File: src/rtl/pipe_pkg.sv
// Shared types and constants for the stage-3 selection collector.
package pipe_pkg;

  typedef enum logic [1:0] {
    IDLE,
    COLLECT,
    DRAIN,
    DONE
  } collect_state_e;

  // Lane id value meaning "lane not selected".
  localparam int unsigned N_SENTINEL = 4096;

  // Stage-2 stage code during which lane pairs are valid for capture.
  localparam logic [2:0] SELECT_STAGE = 3'd6;

  typedef struct packed {
    logic [15:0] id;
    logic [15:0] dnorm;
  } sel_entry_t;

endpackage

File: src/rtl/pipe_stage3_collect_if.sv
// Valid/ready stream carrying selected (id, dnorm) pairs to write-back.
interface pipe_stage3_collect_if #(
  parameter int unsigned WIDTH = 16
);
  logic             out_valid_o;
  logic             out_ready_i;
  logic [WIDTH-1:0] out_id_o;
  logic [WIDTH-1:0] out_dnorm_o;

  modport master (output out_valid_o, output out_id_o, output out_dnorm_o, input out_ready_i);
  modport slave  (input out_valid_o, input out_id_o, input out_dnorm_o, output out_ready_i);
endinterface

File: src/rtl/stage3_mw_fifo.sv
// Synchronous FIFO with PARALLEL write ports and one read port.
// Write enables must be a compacted prefix (port k only if ports 0..k-1).
module stage3_mw_fifo
  import pipe_pkg::*;
#(
  parameter int unsigned PARALLEL = 2,
  parameter int unsigned DEPTH    = 16
) (
  input  logic                       clk,
  input  logic                       rst_n,
  input  logic [PARALLEL-1:0]        wr_en_i,
  input  sel_entry_t                 wr_data_i [PARALLEL],
  input  logic                       pop_i,
  output logic [$clog2(DEPTH):0]     occupancy_o,
  output sel_entry_t                 head_o,
  output logic                       empty_o,
  output logic                       full_o
);

  localparam int unsigned AW = $clog2(DEPTH);

  sel_entry_t    mem_q [DEPTH];
  sel_entry_t    mem_d [DEPTH];
  logic [AW:0]   wptr_q, wptr_d;
  logic [AW:0]   rptr_q, rptr_d;

  assign empty_o     = (wptr_q == rptr_q);
  assign full_o      = ((wptr_q ^ rptr_q) == {1'b1, {AW{1'b0}}});
  assign occupancy_o = wptr_q - rptr_q;
  assign head_o      = mem_q[rptr_q[AW-1:0]];

  // Next storage and pointer values: consecutive slots from wptr, single pop.
  always_comb begin
    mem_d  = mem_q;
    wptr_d = wptr_q;
    rptr_d = rptr_q;
    for (int unsigned k = 0; k < PARALLEL; k++) begin
      if (wr_en_i[k]) begin
        mem_d[AW'(wptr_q + (AW+1)'(k))] = wr_data_i[k];
        wptr_d = wptr_d + (AW+1)'(1);
      end
    end
    if (pop_i && !empty_o) begin
      rptr_d = rptr_q + (AW+1)'(1);
    end
  end

  // Pointer registers with synchronous active-low reset.
  always_ff @(posedge clk) begin
    if (!rst_n) begin
      wptr_q <= '0;
      rptr_q <= '0;
    end else begin
      wptr_q <= wptr_d;
      rptr_q <= rptr_d;
    end
  end

  // Storage is not reset; validity is tracked by the pointers alone.
  always_ff @(posedge clk) begin
    mem_q <= mem_d;
  end

endmodule

File: src/rtl/pipe_stage3_collect.sv
// Stage-3 collector: drops sentinel lanes, packs survivors into a FIFO,
// streams them to write-back, and tracks count/overflow/done.
module pipe_stage3_collect #(
  parameter int unsigned WIDTH      = 16,
  parameter int unsigned PARALLEL   = 2,
  parameter int unsigned DEPTH      = 16,
  parameter int unsigned N_SENTINEL = pipe_pkg::N_SENTINEL
) (
  input  logic                      CLK_i,
  input  logic                      RST_ni,
  input  logic                      stall_i,
  input  logic [2:0]                stage_i,
  input  logic                      finished_i,
  input  logic [PARALLEL*WIDTH-1:0] id_i,
  input  logic [PARALLEL*WIDTH-1:0] dnorm_i,
  output logic                      stall_o,
  pipe_stage3_collect_if.master     out_if,
  output logic [WIDTH-1:0]          count_o,
  output logic                      overflow_o,
  output logic                      done_o
);

  import pipe_pkg::*;

  localparam int unsigned AW = $clog2(DEPTH);
  localparam int unsigned CW = $clog2(PARALLEL + 1);

  collect_state_e     state_q, state_d;
  logic [WIDTH-1:0]   count_q, count_d;
  logic               overflow_q, overflow_d;
  logic [WIDTH:0]     count_sum;

  logic [PARALLEL-1:0] wr_en;
  sel_entry_t          wr_data [PARALLEL];
  logic [CW-1:0]       n_wr;
  logic                drop;
  logic                capture;
  logic                pop;

  logic [AW:0]         occupancy;
  logic [AW:0]         free_slots;
  sel_entry_t          head;
  logic                empty;
  logic                full;

  stage3_mw_fifo #(
    .PARALLEL (PARALLEL),
    .DEPTH    (DEPTH)
  ) u_fifo (
    .clk         (CLK_i),
    .rst_n       (RST_ni),
    .wr_en_i     (wr_en),
    .wr_data_i   (wr_data),
    .pop_i       (pop),
    .occupancy_o (occupancy),
    .head_o      (head),
    .empty_o     (empty),
    .full_o      (full)
  );

  assign capture    = (state_q == COLLECT) && (stage_i == SELECT_STAGE) && !stall_i;
  assign free_slots = full ? '0 : (AW+1)'(DEPTH) - occupancy;
  assign stall_o    = free_slots < (AW+1)'(PARALLEL);

  assign pop                = out_if.out_valid_o && out_if.out_ready_i;
  assign out_if.out_valid_o = !empty;
  assign out_if.out_id_o    = empty ? '0 : head.id;
  assign out_if.out_dnorm_o = empty ? '0 : head.dnorm;

  assign count_o    = count_q;
  assign overflow_o = overflow_q;
  assign done_o     = (state_q == DONE);

  // Lane compaction: valid lanes fill write ports in lane order while
  // start-of-cycle free space lasts; any later valid lane is dropped.
  always_comb begin
    wr_en = '0;
    n_wr  = '0;
    drop  = 1'b0;
    for (int unsigned k = 0; k < PARALLEL; k++) begin
      wr_data[k] = '0;
    end
    if (capture) begin
      for (int unsigned i = 0; i < PARALLEL; i++) begin
        if (id_i[i*WIDTH +: WIDTH] != WIDTH'(N_SENTINEL)) begin
          if ((AW+1)'(n_wr) < free_slots) begin
            wr_en[n_wr]   = 1'b1;
            wr_data[n_wr] = '{id: id_i[i*WIDTH +: WIDTH], dnorm: dnorm_i[i*WIDTH +: WIDTH]};
            n_wr          = n_wr + CW'(1);
          end else begin
            drop = 1'b1;
          end
        end
      end
    end
  end

  // Saturating write count and sticky overflow.
  always_comb begin
    count_sum  = {1'b0, count_q} + (WIDTH+1)'(n_wr);
    count_d    = count_sum[WIDTH] ? '1 : count_sum[WIDTH-1:0];
    overflow_d = overflow_q | drop;
  end

  // Next-state logic; writes only happen in COLLECT, so an empty FIFO in
  // DRAIN implies nothing is in flight.
  always_comb begin
    state_d = state_q;
    unique case (state_q)
      IDLE: begin
        if (finished_i)                   state_d = DRAIN;
        else if (stage_i == SELECT_STAGE) state_d = COLLECT;
      end
      COLLECT: begin
        if (finished_i) state_d = DRAIN;
      end
      DRAIN: begin
        if (empty) state_d = DONE;
      end
      DONE:    state_d = DONE;
      default: state_d = IDLE;
    endcase
  end

  // Control registers with synchronous active-low reset.
  always_ff @(posedge CLK_i) begin
    if (!RST_ni) begin
      state_q    <= IDLE;
      count_q    <= '0;
      overflow_q <= 1'b0;
    end else begin
      state_q    <= state_d;
      count_q    <= count_d;
      overflow_q <= overflow_d;
    end
  end

endmodule

File: src/flat_wrapper.sv
// flat-port wrapper written by rule: the top's interface ports become plain ports
module pipe_stage3_collect_flat import pipe_pkg::*;
#(
  parameter int unsigned WIDTH      = 16,
  parameter int unsigned PARALLEL   = 2,
  parameter int unsigned DEPTH      = 16,
  parameter int unsigned N_SENTINEL = pipe_pkg::N_SENTINEL
)
  (CLK_i, RST_ni, stall_i, stage_i, finished_i, id_i, dnorm_i, stall_o, count_o, overflow_o, done_o, out_if_out_valid_o, out_if_out_id_o, out_if_out_dnorm_o, out_if_out_ready_i);
  pipe_stage3_collect_if #(.WIDTH(WIDTH)) out_if_i ();
  input  logic CLK_i;
  input  logic RST_ni;
  input  logic stall_i;
  input  logic [2:0] stage_i;
  input  logic finished_i;
  input  logic [PARALLEL*WIDTH-1:0] id_i;
  input  logic [PARALLEL*WIDTH-1:0] dnorm_i;
  output logic stall_o;
  output logic [WIDTH-1:0] count_o;
  output logic overflow_o;
  output logic done_o;
  output wire logic [$bits(out_if_i.out_valid_o)-1:0] out_if_out_valid_o;
  output wire logic [$bits(out_if_i.out_id_o)-1:0] out_if_out_id_o;
  output wire logic [$bits(out_if_i.out_dnorm_o)-1:0] out_if_out_dnorm_o;
  input wire logic [$bits(out_if_i.out_ready_i)-1:0] out_if_out_ready_i;
  assign out_if_out_valid_o = out_if_i.out_valid_o;
  assign out_if_out_id_o = out_if_i.out_id_o;
  assign out_if_out_dnorm_o = out_if_i.out_dnorm_o;
  assign out_if_i.out_ready_i = out_if_out_ready_i;
  pipe_stage3_collect #(.WIDTH(WIDTH), .PARALLEL(PARALLEL), .DEPTH(DEPTH), .N_SENTINEL(N_SENTINEL)) u_core (.CLK_i(CLK_i), .RST_ni(RST_ni), .stall_i(stall_i), .stage_i(stage_i), .finished_i(finished_i), .id_i(id_i), .dnorm_i(dnorm_i), .stall_o(stall_o), .out_if(out_if_i), .count_o(count_o), .overflow_o(overflow_o), .done_o(done_o));
endmodule
File: config.mk
export PLATFORM = sky130hd
export DESIGN_NAME = pipe_stage3_collect_flat
export DESIGN_NICKNAME = d
export VERILOG_FILES = /design/src/rtl/pipe_pkg.sv /design/src/rtl/pipe_stage3_collect_if.sv /design/src/rtl/stage3_mw_fifo.sv /design/src/rtl/pipe_stage3_collect.sv /design/src/flat_wrapper.sv
export SDC_FILE = /design/constraint.sdc
export NUM_CORES = 2
export LEC_CHECK = 0
export BUFFER_PORTS_ARGS = -buffer_cell sky130_fd_sc_hd__buf_4
export CAP_MARGIN = 40
export CORE_MARGIN = 2
export CORE_UTILIZATION = 52
export CTS_BUF_LIST = sky130_fd_sc_hd__clkbuf_8
export DETAILED_ROUTE_END_ITERATION = 16
export PLACE_DENSITY = 0.75
export SLEW_MARGIN = 25
export SYNTH_ARGS = -nofsm -noshare
export SYNTH_HDL_FRONTEND = slang
export SYNTH_SLANG_ARGS = --single-unit
File: constraint.sdc
create_clock -name CLK_i -period 10.35 [get_ports CLK_i]
set_input_delay 0.5175 -clock CLK_i [delete_from_list [all_inputs] [get_ports CLK_i]]
set_output_delay 0.5175 -clock CLK_i [all_outputs]
set_load 0.02 [all_outputs]
==> results.tsv <==
metric	value	unit
top_reg_cell synth	dfxtp_1	
RSZ-0062 raised after global routing	false	
core area	54030	sq um
crit-path max FO	38	
sequential area share after synthesis	38.00	%
Die X	238.1	um
Ys Warns	0	
detailed-route wire length per cell	24.13	um
final worst-path cycle share	53.58	%
CTS Hold Bufs	0	
Hold Path Sink	u_core.state_q[1]	
hold wc startpoint	finished_i	
Synth Register Bits	541	
global-route wire length before repair	135100	um
largest net degree at the start of global routing	65	
critical path arrival	6140	ps
post-CTS setup repair buffer count	0	
total number of vias	23450	
Remaining DRCs	0	
vias in the first global route	23000	
Syn Nets	3025	
Initial Utilization	52.76	%
cells on worst reg2reg path	16	
fin util	58.71	%
DIE AREA	56700	sq um
Final Hold Viols	0	
most frequent cells in the layout	dfxtp_1, mux2i_1, a21oi_1, nor2_1, buf_4	
Slew Viols, Final	0	
worst r2r src	u_core.u_fifo.rptr_q[1]	
DP Area	29620	sq um
area fraction of the dominant cell type after synthesis	38.00	%
Iter 0 DRT Violations	2595	
# clock sinks	541	
Cell Pwr Density	137.0	nW/um^2
status	finished clean	
Clk Latency, worst-skew pair	690	ps
worst min path class	primary input to register	
Mapped Avg Cell Area	9.714	sq um
maximum root-to-sink buffer count	3	
Max rail drop VDD	0.0001114	V
leading area contributor after synthesis	dfxtp_1	
GP Congestion	0.8968	
Layout area overhead	11.29	%
Rows	85	
Synth area leaders	dfxtp_1, mux2i_1, mux4_2, a21oi_1, nor2_1	
post-route ant nets	0	
Worst setup EP type	register	
Fin Setup TNS	0	ps
Ports	124	
share of cells above drive strength 1	20.18	%
asr flop ratio synth	0	%
crit path kind	register to register	
cell area after synthesis	28500	sq um
Fin Hold WS	46.95	ps
final design area excluding fillers	31720	sq um
slew margin rel.	40.94	%
Startpoint Class	register	
LEAKAGE	10.94	nW
Worst R2R End	u_core.count_o[4]	
Reg clk slew, reported paths	70	ps
vias per cell	6.354	
WP data required	10940	ps
port buffer count	123	
Unique masters post-synth	61	
Post-DP HPWL	53030	um
fin crit period	5545	ps
Hold Crit Depth	3	
Die Y	238.1	um
CTS buffer count	90	
H-tree Lvls	3	
DR pass1 iterations	6	
most common cell after layout, fill and taps aside	dfxtp_1	
fmax	0.1803	GHz
Resize count post-CTS	0	
Worst Skew	26.99	ps
initial antenna violation count	5	
count of mapped cells out of synthesis	2934	
CTS tree	done	
final wirelength	89040	um
overall routing resource usage	30.92	%
r2r setup slk	4800	ps
grt ovf	0	
Slew @ Worst Pin	885.8	ps
Setup violations, final	0	
nets	3014	
number of flops mapped to enable cells by yosys	0	
root buf cell	clkbuf_8	
max cap viols	0	
-- state kept, by name, indices dropped and copies added, names as in the netlist --
| signal | cells |
|---|---|
| u_core.u_fifo.wptr_q | 5 |
| u_core.u_fifo.rptr_q | 5 |
| u_core.count_o | 16 |
| u_core.u_fifo.mem_q | 512 |
| u_core.state_q | 2 |
| u_core.overflow_o | 1 |
-- per-layer routing --
metal | track usage [%] | routed length (um) | vias to the layer above
met5 | 0 | 46 | -
met4 | 16.02 | 4505 | 6
met3 | 6.536 | 8727 | 317
met2 | 49.79 | 41460 | 1336
met1 | 39.22 | 34300 | 11300
li1 | - | - | 10490
-- critical path, stage by stage (launching register included) --
cell	delay (ps)
dfxtp_4	810
ha_1	250
ha_1	220
inv_1	90
fa_1	460
xnor2_1	260
a2111o_1	200
o211a_4	270
inv_4	210
a211o_1	410
a31oi_1	210
ha_1	230
fa_1	220
nand3_1	170
nor4_1	510
nand4_1	590
a21oi_1	330
-- worst max path at each step --
| stage | cells past startpoint | slack, ps | end | start |
|---|---|---|---|---|
| finish | 16 | 4800 | u_core.count_o[4] | u_core.u_fifo.rptr_q[1] |
| CTS | 16 | 4960 | u_core.count_o[4] | u_core.u_fifo.rptr_q[1] |
| global route | 16 | 4600 | u_core.count_o[11] | u_core.u_fifo.rptr_q[1] |
| global placement | 15 | 5290 | u_core.count_o[0] | u_core.u_fifo.rptr_q[2] |
| floorplan | 25 | 4980 | u_core.count_o[10] | u_core.u_fifo.rptr_q[0] |
| detailed placement | 16 | 5020 | u_core.count_o[4] | u_core.u_fifo.rptr_q[1] |
-- per-stage QoR --
stage	total power, mW	setup WS [ps]	std cells
after global placement	2.306	5292	3484
after detailed placement	2.315	5020	3515
final	4.346	4805	3690
after CTS	4.356	4960	3677
after floorplan	2.257	4979	2934
after global routing	4.469	4602	3690
-- area by class of cell --
cell class	instances	area (sq um)
fillers	4450	22310
multi-input cells	2054	16150
flip-flops and latches	541	10840
repair buffers	222	1823
clock buffers	112	1541
well taps	696	870.8
clock inverters	50	430.4
inverters	14	55.05
diodes	1	2.502
-- kinds of logic (layout without fill, tap and decap cells) --
logic type	after synthesis	count (layout)	share of synthesized area, %
AND/OR/NAND/NOR	745	745	11.26
other	0	1	0
buffers and inverters	339	398	5.812
AO/OA/AOI/OAI	615	615	13.25
flip-flops	541	541	38.00
multiplexers	653	653	29.96
adder cells (fa/ha/maj)	19	19	0.8867
XOR/XNOR	22	22	0.8253
-- power by group --
| part | internal [mW] | switching (mW) |
|---|---|---|
| Combinational | 0.0551 | 0.0993 |
| Sequential | 2.11 | 0.0143 |
| Clock | 1.18 | 0.894 |
-- cell usage after synthesis (3+ instances only) --
library cell,number
nor2b_1,41
a2111oi_4,9
a211oi_4,3
nand2b_1,3
buf_2,55
a221oi_2,17
buf_4,34
a22oi_1,26
inv_1,12
mux2i_1,492
buf_6,22
o21ai_0,34
a21oi_1,376
dfxtp_1,541
buf_1,53
nand3_1,67
a211oi_2,14
xor2_1,8
nor2_1,373
xnor2_1,10
nor3_1,6
and4_1,4
ha_1,17
and3_1,4
nor4_2,3
a21oi_2,8
mux4_2,160
or4b_1,3
o21ai_1,106
nor4_1,7
and2_1,3
nand2_1,196
nand4_1,23
a211oi_1,6
a211o_1,3
clkbuf_1,159
Power figures use the tool's default switching activity.
